`src/rtl/iq_avg_pkg.sv`:
```
`default_nettype none
// ============================================================================
// Module   : iq_avg_pkg
// Purpose  : Shared types and default sizing for the I/Q window averager.
//            Holds the controller state encoding and the default widths used
//            by iq_avg_ctrl and iq_acc_lane.
// Revision : 1.0 - initial release
// ============================================================================
package iq_avg_pkg;

  // Default configuration; the modules re-derive their own widths from their
  // parameters, these are only the power-on defaults.
  localparam int DEF_NBITS = 32;
  localparam int DEF_ABITS = 8;
  localparam int DEF_CNTW  = 16;

  // Window length and accumulator width for the default configuration.
  localparam int WIN = 2 ** DEF_ABITS;
  localparam int AW  = DEF_NBITS + DEF_ABITS;

  typedef enum logic [1:0] {
    IDLE  = 2'd0,
    ACCUM = 2'd1,
    ABORT = 2'd2
  } state_t;

endpackage : iq_avg_pkg
`default_nettype wire

```
`src/rtl/iq_acc_lane.sv`:
```
`default_nettype none
// ============================================================================
// Module   : iq_acc_lane
// Purpose  : One accumulator lane (I or Q) of the window averager.
//            Sign-extends each sample into an (NBITS+ABITS)-bit accumulator
//            and presents the scaled window result combinationally.
// Ports    : clk, rst        - clock, synchronous active-high reset
//            clr             - clear accumulator on this edge (wins over add)
//            add             - accumulate sample on this edge
//            sample [NBITS]  - signed input sample
//            result [NBITS]  - (acc + sample) >>> ABITS, valid in the cycle
//                              of the final window sample
// Revision : 1.0 - initial release
// ============================================================================
module iq_acc_lane
  import iq_avg_pkg::*;
#(
  parameter int NBITS = DEF_NBITS,
  parameter int ABITS = DEF_ABITS
) (
  input  logic                    clk,
  input  logic                    rst,
  input  logic                    clr,
  input  logic                    add,
  input  logic signed [NBITS-1:0] sample,
  output logic signed [NBITS-1:0] result
);

  localparam int ACC_W = NBITS + ABITS;

  logic signed [ACC_W-1:0] acc;
  logic signed [ACC_W-1:0] sample_ext;
  logic signed [ACC_W-1:0] sum;

  assign sample_ext = {{ABITS{sample[NBITS-1]}}, sample};
  assign sum        = acc + sample_ext;

  // Dropping the low ABITS bits of a two's-complement sum is a floor divide.
  assign result = sum[ACC_W-1:ABITS];

  always_ff @(posedge clk) begin
    if (rst || clr) begin
      acc <= '0;
    end else if (add) begin
      acc <= sum;
    end
  end

endmodule : iq_acc_lane
`default_nettype wire

```
`src/rtl/iq_avg_ctrl.sv`:
```
`default_nettype none
// ============================================================================
// Module   : iq_avg_ctrl
// Purpose  : Window controller for the I/Q averaging path. Frames the sample
//            stream into 2^ABITS-sample windows, sequences the two
//            accumulator lanes and hands averages to a valid/ready register,
//            counting delivered and dropped windows.
// Ports    : clk, rst              - clock, synchronous active-high reset
//            enable                - run averaging; low aborts current window
//            s_valid, s_i, s_q     - sample strobe and signed I/Q samples
//            m_valid, m_ready      - output handshake
//            m_i, m_q              - signed I/Q averages
//            busy                  - controller accumulating
//            overrun               - one-cycle pulse per dropped window
//            window_count          - delivered windows (wraps)
//            drop_count            - dropped windows (saturates)
// Revision : 1.0 - initial release
// ============================================================================
module iq_avg_ctrl
  import iq_avg_pkg::*;
#(
  parameter int NBITS = DEF_NBITS,
  parameter int ABITS = DEF_ABITS,
  parameter int CNTW  = DEF_CNTW
) (
  input  logic                    clk,
  input  logic                    rst,
  input  logic                    enable,
  input  logic                    s_valid,
  input  logic signed [NBITS-1:0] s_i,
  input  logic signed [NBITS-1:0] s_q,
  output logic                    m_valid,
  input  logic                    m_ready,
  output logic signed [NBITS-1:0] m_i,
  output logic signed [NBITS-1:0] m_q,
  output logic                    busy,
  output logic                    overrun,
  output logic [CNTW-1:0]         window_count,
  output logic [CNTW-1:0]         drop_count
);

  state_t                  state;
  state_t                  state_nx;
  logic [ABITS-1:0]        cnt;
  logic                    accept;
  logic                    win_end;
  logic                    lane_clr;
  logic                    load_ok;
  logic signed [NBITS-1:0] res_i;
  logic signed [NBITS-1:0] res_q;

  always_ff @(posedge clk) begin
    if (rst) begin
      state <= IDLE;
    end else begin
      state <= state_nx;
    end
  end

  always_comb begin
    state_nx = state;
    busy     = 1'b0;
    accept   = 1'b0;
    win_end  = 1'b0;
    lane_clr = 1'b1;
    case (state)
      IDLE: begin
        if (enable) state_nx = ACCUM;
      end
      ACCUM: begin
        busy     = 1'b1;
        lane_clr = 1'b0;
        if (!enable) begin
          state_nx = ABORT;
        end else if (s_valid) begin
          accept  = 1'b1;
          win_end = (cnt == '1);
          // Reload on the final sample so the next sample opens a new window.
          lane_clr = win_end;
        end
      end
      ABORT: begin
        state_nx = IDLE;
      end
      default: begin
        state_nx = IDLE;
      end
    endcase
  end

  always_ff @(posedge clk) begin
    if (rst || lane_clr) begin
      cnt <= '0;
    end else if (accept) begin
      cnt <= cnt + ABITS'(1);
    end
  end

  iq_acc_lane #(
    .NBITS (NBITS),
    .ABITS (ABITS)
  ) u_lane_i (
    .clk    (clk),
    .rst    (rst),
    .clr    (lane_clr),
    .add    (accept),
    .sample (s_i),
    .result (res_i)
  );

  iq_acc_lane #(
    .NBITS (NBITS),
    .ABITS (ABITS)
  ) u_lane_q (
    .clk    (clk),
    .rst    (rst),
    .clr    (lane_clr),
    .add    (accept),
    .sample (s_q),
    .result (res_q)
  );

  // The register may take a new pair if it is empty or being drained now.
  assign load_ok = !m_valid || m_ready;

  always_ff @(posedge clk) begin
    if (rst) begin
      m_valid      <= 1'b0;
      m_i          <= '0;
      m_q          <= '0;
      overrun      <= 1'b0;
      window_count <= '0;
      drop_count   <= '0;
    end else begin
      overrun <= 1'b0;
      if (win_end && load_ok) begin
        m_valid      <= 1'b1;
        m_i          <= res_i;
        m_q          <= res_q;
        window_count <= window_count + CNTW'(1);
      end else begin
        if (m_valid && m_ready) m_valid <= 1'b0;
        if (win_end) begin
          overrun <= 1'b1;
          if (drop_count != '1) drop_count <= drop_count + CNTW'(1);
        end
      end
    end
  end

endmodule : iq_avg_ctrl
`default_nettype wire

```
`config.mk`:
```
export PLATFORM = sky130hd
export DESIGN_NAME = iq_avg_ctrl
export DESIGN_NICKNAME = d
export VERILOG_FILES = /design/src/rtl/iq_avg_pkg.sv /design/src/rtl/iq_acc_lane.sv /design/src/rtl/iq_avg_ctrl.sv
export SDC_FILE = /design/constraint.sdc
export NUM_CORES = 1
export LEC_CHECK = 0
export CORE_MARGIN = 4
export CORE_UTILIZATION = 45
export DETAILED_ROUTE_END_ITERATION = 8
export GPL_TIMING_DRIVEN = 0
export PLACE_DENSITY = 0.68
export SYNTH_ARGS = -nofsm -noshare
export SYNTH_HDL_FRONTEND = slang
export SYNTH_SLANG_ARGS = --single-unit
```
`constraint.sdc`:
```
create_clock -name clk -period 3.37 [get_ports clk]
set_input_delay 0.337 -clock clk [delete_from_list [all_inputs] [get_ports clk]]
set_output_delay 0.337 -clock clk [all_outputs]
set_load 0.005 [all_outputs]
```
==> qor.txt, run 1 <==
====================================================================================
Run status                                                              finished clean
Syn avg cell area                                                         7.64 sq um
All-Layer GR Usage                                                             27.3%
Core box area                                                            25500 sq um
Post-Place Cell Area                                                     13800 sq um
Count of different cell masters after synthesis                                   80
Wire length of the first global-routing pass                                 62.5 mm
Critical path's largest stage delay                                          0.43 ns
H-tree Lvls                                                                        4
RR Endpoint                                                                  m_q[28]
Critical path depth in cells                                                      11
Worst Path Max Fanout                                                              8
Maximum operating frequency                                                  307 MHz
Total Die Area                                                           28800 sq um
Root Buffer                                                             sky130_fd_sc_hd__clkbuf_16
Multiplexer share of the synthesized area                                     0.616%
PnR worst setup slack                                                       0.118 ns
Minimum clock period                                                         3.25 ns
Pre-CTS setup slack                                                        -0.611 ns
Global-route met3 utilization                                                  5.01%
Critical path, cell by cell                                             clkdlybuf4s50_1 > ha_1 > fa_1 > a21o_1 > a311o_1 > o22ai_4 > o2111a_1 > o21bai_1 > a21oi_4 > nor4b_1 > o31a_1
Final design area excluding fillers                                      14500 sq um
Critical path capture point type                                           flip-flop
Routed WL                                                                    40.5 mm
Die Y-Extent                                                             170 microns
Worst Tran Pin Value                                                        0.984 ns
Register bit count reported by yosys                                             188
Worst VDD drop                                                                377 uV
Pin count of the biggest net entering global routing                              18
DR vias                                                                        12100
I/O pins                                                                         168
RSZ-0062 raised after global routing                                             yes
Clock tree from TritonCTS                                                        yes
Hold buffer count at cts                                                           0
Clock slew seen by the registers of the worst setup and hold paths           0.07 ns
Final cycle utilization of the critical path                                   96.5%
Worst flop-to-flop path startpoint                                      u_lane_q.acc[0]
Worst-path cell with the longest stage delay                            sky130_fd_sc_hd__fa_1
Share of synthesized flip-flops with an asynchronous set or reset                 0%
Ys flop type                                                            sky130_fd_sc_hd__dfxtp_1
GR peak layer                                                                   met2
Starting DRT DRC Count                                                           866
Fraction of met1 tracks used by global routing                                 38.3%
Relative max-transition margin                                                 34.4%
Dominant combinational cell family by area after synthesis              simple AND/OR/NAND/NOR gates
Detailed Routing Iterations Pass 1                                                 5
Count of cells along the worst register-to-register path                          10
Min-delay src                                                               state[1]
Adder-cell share of the synthesized area                                       8.95%
Cell area after technology mapping                                       11800 sq um
Type of the setup path with the least slack                             input port to flip-flop
Starting density of the core                                                   46.2%
CP Capture Point                                                             m_q[28]
Final Max Tran Viols                                                               0
Power density cells                                                      338 nW/um^2
Xor/xnor share of the synthesized area                                         5.95%
Clock sinks                                                                      188
Avg WL per Cell                                                         19.6 microns
Number of antenna violations at the first check in global routing                  1
Critical path required time                                                  3.70 ns
Hold depth                                                                         1
Commonest cells after routing, fill and taps aside                      sky130_fd_sc_hd__nand2_1 (270), sky130_fd_sc_hd__dfxtp_1 (188), sky130_fd_sc_hd__a21oi_1 (172), sky130_fd_sc_hd__clkdlybuf4s50_1 (164), sky130_fd_sc_hd__nand3_1 (88)
Post-detailed-placement half-perimeter wirelength                            31.0 mm
Number of nets in the synthesized netlist                                       1693
Placement Rows                                                                    58
Skew-Pair Late Insertion Delay                                               0.44 ns
Compound-Gate Fraction of Synth Area                                           22.4%
Total grt overflow                                                                 0
Yosys warning count                                                                0
Nets@finish                                                                     1878
Max-capacitance violation count                                                    0
CTS Buf Count                                                                     17
Worst setup SP type                                                       input port
Worst-case register-to-register setup slack                                  0.16 ns
Final-layout worst hold slack                                               0.418 ns
Global Route met2 Usage                                                        43.4%
Area growth from synthesis to final layout                                     23.4%
Area fraction in and, or, nand and nor cells after synthesis                   26.3%
Setup skew after layout                                                    0.0134 ns
Total of buffers placed on input and output ports                                166
Antenna Nets Post-Route                                                            0
Kind of cell adding the most delay to the critical path                 compound AO/OA/AOI/OAI gates
Ratio of routed vias to standard cells                                          5.87
Number of synthesized flops with an enable pin                                     0
Most common library cell in the layout ignoring fill and taps           sky130_fd_sc_hd__nand2_1
Via count of the first global-routing pass                                     11300
Bufs on Longest Clock Path                                                         2
Hold Crit Class                                                         flip-flop to flip-flop
X dimension of the die                                                   170 microns
Buffering stage count on the worst path with inverters included                    1
Final number of hold-violating endpoints                                           0
Weighted congestion at the end of routability-driven global placement          0.951
Post-route DRC                                                                     0
Layout cells sized above 1                                                     4.20%
Cell Count, Final, Fillers Out                                                  2070
Data arrival time of the worst path                                          3.58 ns
Critical path origin                                                          s_q[0]
Cell count after placement                                                      2037
Setup-failing EPs final                                                            0
Part of the Yosys area used for sequential elements                            32.0%
Number of instances in the synthesized netlist                                  1541
LEAKAGE                                                                      5.54 nW
====================================================================================
-- sequential cells by signal, indices dropped and copies added (netlist names) --
signal and flops:
drop_count 16, u_lane_q.acc 40, cnt 8, m_q 32
state 2, m_valid 1, u_lane_i.acc 40, m_i 32
window_count 16, overrun 1
-- worst reg2reg max path: stages (launching register included) --
cell	delay [ns]
sky130_fd_sc_hd__dfxtp_1	0.31
sky130_fd_sc_hd__ha_1	0.22
sky130_fd_sc_hd__fa_1	0.43
sky130_fd_sc_hd__a21o_1	0.20
sky130_fd_sc_hd__a311o_1	0.40
sky130_fd_sc_hd__o22ai_4	0.28
sky130_fd_sc_hd__o2111a_1	0.36
sky130_fd_sc_hd__o21bai_1	0.18
sky130_fd_sc_hd__a21oi_4	0.33
sky130_fd_sc_hd__nor4b_1	0.10
sky130_fd_sc_hd__o31a_1	0.29
-- synth_stat cells, drive strengths merged, types with 17 or more instances --
| master | number | area share, % |
|---|---|---|
| xor2 | 39 | 2.9 |
| or4 | 17 | 1.1 |
| inv | 23 | 0.73 |
| o21ai | 75 | 3.2 |
| xnor2 | 41 | 3.1 |
| buf | 24 | 0.88 |
| nand4 | 44 | 2.6 |
| clkbuf | 69 | 2.2 |
| a21o | 40 | 2.6 |
| dfxtp | 188 | 32 |
| a21oi | 176 | 7.5 |
| a211oi | 17 | 1.1 |
| nand2 | 271 | 8.7 |
| nand3 | 88 | 3.7 |
| a31oi | 17 | 0.90 |
| nor2 | 87 | 2.8 |
| ha | 81 | 8.6 |
| or3 | 27 | 1.4 |
| nor3 | 41 | 1.7 |
-- timing repair --
item | 4_1_cts | 5_1_grt
endpoints found under the hold margin | 0 | 0
pin swaps | 0 | 1
buffers inserted | 0 | 1
setup endpoints to repair | 8 | 34
resized for setup | 3 | 9
-- cell families after synthesis --
logic type,after synthesis
AOI/OAI and AO/OA,421
xor gates and xnor gates,80
adders and majority gates,83
buffers and inverters,117
DFF,188
muxes,7
and+or+nand+nor,645
-- final cells by class --
cell class / instances / area (sq um)
Clock buffer: 19 / 453
Tap cell: 330 / 413
Antenna cell: 1 / 2.50
Multi-Input combinational cell: 1236 / 7590
Buffer: 92 / 363
Timing Repair Buffer: 167 / 1670
Fill cell: 2412 / 10900
Inverter: 24 / 90.1
Clock inverter: 13 / 175
Sequential cell: 188 / 3760
-- routing by layer --
metal	part of all wire [%]	wire length [microns]
met3	7.9	3210
met2	45	18000
met4	2.1	851
met5	0	0
met1	45	18400
-- metrics by stage --
| step | total power (W) | utilization, % | TNS (ns) |
|---|---|---|---|
| after CTS | 0.00492 | 56.9 | 0 |
| after detailed placement | 0.00275 | 54.4 | -14.88 |
| after global placement | 0.00274 | 54.4 | -13.13 |
| after floorplan | 0.00254 | - | 0 |
| final | 0.00491 | 57.0 | 0 |
| after global routing | 0.00507 | 57.0 | -0.0269 |
-- how the worst min path moves through the flow --
stage                     to  slack, ns
floorplan           state[0]       0.39
global placement    state[0]       0.39
detailed placement  state[0]       0.40
CTS                 state[0]       0.42
global route        state[0]       0.45
finish              state[0]       0.42
-- where the power goes --
| part | total (W) | switching (W) | internal [W] |
|---|---|---|---|
| sequential | 0.00223 | 0.00000268 | 0.00222 |
| clock | 0.00221 | 0.000980 | 0.00123 |
| combinational | 0.000478 | 0.000301 | 0.000177 |
| total | 0.00491 | 0.00128 | 0.00363 |
No activity file was read; power rests on OpenSTA's default activity.
==> inputs of run 2 (changes only) <==
CAP_MARGIN = 5   (was not set)
GPL_ROUTABILITY_DRIVEN = 0   (was not set)
==> run 2 against run 1 <==
Critical path type unchanged; combinational power shrank 1%; register-to-register slack better by 0.02 ns; first-iteration DRC count rose by 15%; critical endpoint is now m_q[13]; hold slack worse by 0.0017 ns; largest power group unchanged; cell area is 0.54% lower; clock skew is essentially flat; global-route usage down 1.2 points; wire length down 4.6%; total power fell by 4.3%.
==> qor.txt, run 2 (synthesized netlist as in run 1, its figures left out) <==
=================================================================================
Nets@finish                                                                  1878
Avg WL per Cell                                                      18.7 microns
Biggest registers after layout                                       u_lane_i.acc (40), u_lane_q.acc (40)
Critical path capture point type                                        flip-flop
Area growth from synthesis to final layout                                  22.7%
Wire length of the first global-routing pass                              60.1 mm
Die Y-Extent                                                          170 microns
Routed WL                                                                 38.6 mm
PnR worst setup slack                                                    0.136 ns
Via count of the first global-routing pass                                  11200
Buffering stage count on the worst path with inverters included                 1
CTS Buf Count                                                                  17
Commonest cells after routing, fill and taps aside                   sky130_fd_sc_hd__nand2_1 (270), sky130_fd_sc_hd__dfxtp_1 (188), sky130_fd_sc_hd__a21oi_1 (172), sky130_fd_sc_hd__clkdlybuf4s50_1 (165), sky130_fd_sc_hd__nand3_1 (88)
Core occupancy in the finished layout                                       56.7%
Critical path, cell by cell                                          clkdlybuf4s50_1 > ha_1 > a21oi_1 > o21ai_0 > a221oi_2 > nand2_1 > a2111oi_0 > xnor2_1 > nand2_1 > a21oi_1
Root Buffer                                                          sky130_fd_sc_hd__clkbuf_16
Maximum operating frequency                                               309 MHz
Max-capacitance violation count                                                 0
Final design area excluding fillers                                   14400 sq um
Fraction of power spent switching nets                                      25.9%
Post-route DRC                                                                  0
Cell Count, Final, Fillers Out                                               2068
Skew-Pair Late Insertion Delay                                            0.45 ns
Type of the setup path with the least slack                          input port to flip-flop
I/O pins                                                                      168
Count of cells along the worst register-to-register path                        9
Number of antenna violations at the first check in global routing               1
Data arrival time of the worst path                                       3.61 ns
Worst VDD drop                                                             259 uV
Endpoint with the worst hold slack                                       state[0]
Worst-case register-to-register setup slack                               0.18 ns
Total Die Area                                                        28800 sq um
Run status                                                           finished clean
Detailed Routing Iterations Pass 1                                              6
Critical path origin                                                       s_q[6]
RSZ-0062 raised after global routing                                          yes
Pre-CTS setup slack                                                     -0.533 ns
Hold depth                                                                      1
Clock sinks                                                                   188
Final cycle utilization of the critical path                                96.0%
X dimension of the die                                                170 microns
Worst Tran Pin Value                                                     0.990 ns
Worst-path cell with the longest stage delay                         sky130_fd_sc_hd__a2111oi_0
Ratio of routed vias to standard cells                                       5.86
Combinational group share of total power                                    10.1%
Post-detailed-placement half-perimeter wirelength                         29.4 mm
Setup-failing EPs final                                                         0
Pin count of the biggest net entering global routing                           17
Total of buffers placed on input and output ports                             166
Bufs on Longest Clock Path                                                      2
Number of fill cells                                                         2415
Starting density of the core                                                46.2%
Sw power                                                                0.00122 W
Clock share of power                                                        42.6%
Critical path's largest stage delay                                       0.89 ns
Critical path required time                                               3.74 ns
Hold Crit Class                                                      flip-flop to flip-flop
Setup skew after layout                                                 0.0137 ns
Final Max Tran Viols                                                            0
Layout cells sized above 1                                                  3.91%
Placement Rows                                                                 58
Post-Place Cell Area                                                  13800 sq um
Antenna Nets Post-Route                                                         0
Sequential share of power                                                   47.4%
Final number of hold-violating endpoints                                        0
Relative max-transition margin                                              32.3%
Design internal power                                                   0.00349 W
Kind of cell adding the most delay to the critical path              compound AO/OA/AOI/OAI gates
Minimum clock period                                                      3.23 ns
Total grt overflow                                                              0
All-Layer GR Usage                                                          26.1%
H-tree Lvls                                                                     4
Worst setup SP type                                                    input port
Worst Path Max Fanout                                                           5
RR Endpoint                                                               m_q[13]
LEAKAGE                                                                   5.49 nW
Clock tree from TritonCTS                                                     yes
Cell count after placement                                                   2037
Final-layout worst hold slack                                            0.416 ns
Starting DRT DRC Count                                                        993
Clock slew seen by the registers of the worst setup and hold paths        0.08 ns
Worst flop-to-flop path startpoint                                   u_lane_q.acc[6]
Min-delay src                                                            state[1]
Core box area                                                         25500 sq um
Power density cells                                                   326 nW/um^2
DR vias                                                                     12100
Most common library cell in the layout ignoring fill and taps        sky130_fd_sc_hd__nand2_1
=================================================================================
==> run 2: cell types whose count changed in the layout (fill, tap and decap cells not counted), moves of 2 or more <==
cell / change
sky130_fd_sc_hd__clkbuf_1: +3
sky130_fd_sc_hd__clkbuf_8: -2
sky130_fd_sc_hd__clkinv_2: +3
sky130_fd_sc_hd__inv_6: -5
==> run 2: routing by layer <==
metal | track usage [%] | part of all wire, %
met2 | 40.4 | 44
met1 | 36.4 | 45
met4 | 9.80 | 3.1
met5 | 0 | 0
met3 | 4.45 | 8.0
==> run 2: final cells by class <==
type                            instances  area [sq um]  share of cell area [%]
Multi-Input combinational cell       1236          7590                    52.6
Sequential cell                       188          3760                    26.1
Timing Repair Buffer                  166          1660                    11.5
Clock buffer                           19           433                    3.00
Tap cell                              330           413                    2.86
Buffer                                 93           367                    2.54
Clock inverter                         11           121                   0.840
Inverter                               24          90.1                   0.624
Antenna cell                            1          2.50                  0.0173
==> run 2: what timing repair did <==
action,in CTS,in global routing
buffers inserted,0,0
endpoints found under the setup margin,4,27
hold buffers,0,0
cloned,0,0
gates resized for setup,1,9
==> run 2: metrics by stage <==
step | TNS [ns] | power [W]
floorplan | 0 | 0.00254
global placement | -9.62 | 0.00274
detailed placement | -10.34 | 0.00274
CTS | 0 | 0.00470
global route | -0.0802 | 0.00484
finish | 0 | 0.00470
==> run 2: worst max path at each step <==
stage / cells after the start / to / slack [ns]
finish: 10 / m_q[13] / 0.14
global placement: 11 / u_lane_i.acc[36] / -0.56
detailed placement: 11 / u_lane_i.acc[36] / -0.53
global route: 10 / m_i[28] / -0.04
CTS: 11 / u_lane_i.acc[36] / 0.009
floorplan: 10 / u_lane_q.acc[36] / 0.52
==> run 2: power by group through the flow <==
| stage | Sequential [W] | Combinational (W) | Clock, W |
|---|---|---|---|
| after floorplan | 0.00228 | 0.000266 | 0 |
| after global placement | 0.00228 | 0.000458 | 0 |
| after detailed placement | 0.00228 | 0.000460 | 0 |
| after CTS | 0.00223 | 0.000464 | 0.00201 |
| after global routing | 0.00223 | 0.000515 | 0.00210 |
| final | 0.00223 | 0.000473 | 0.00200 |
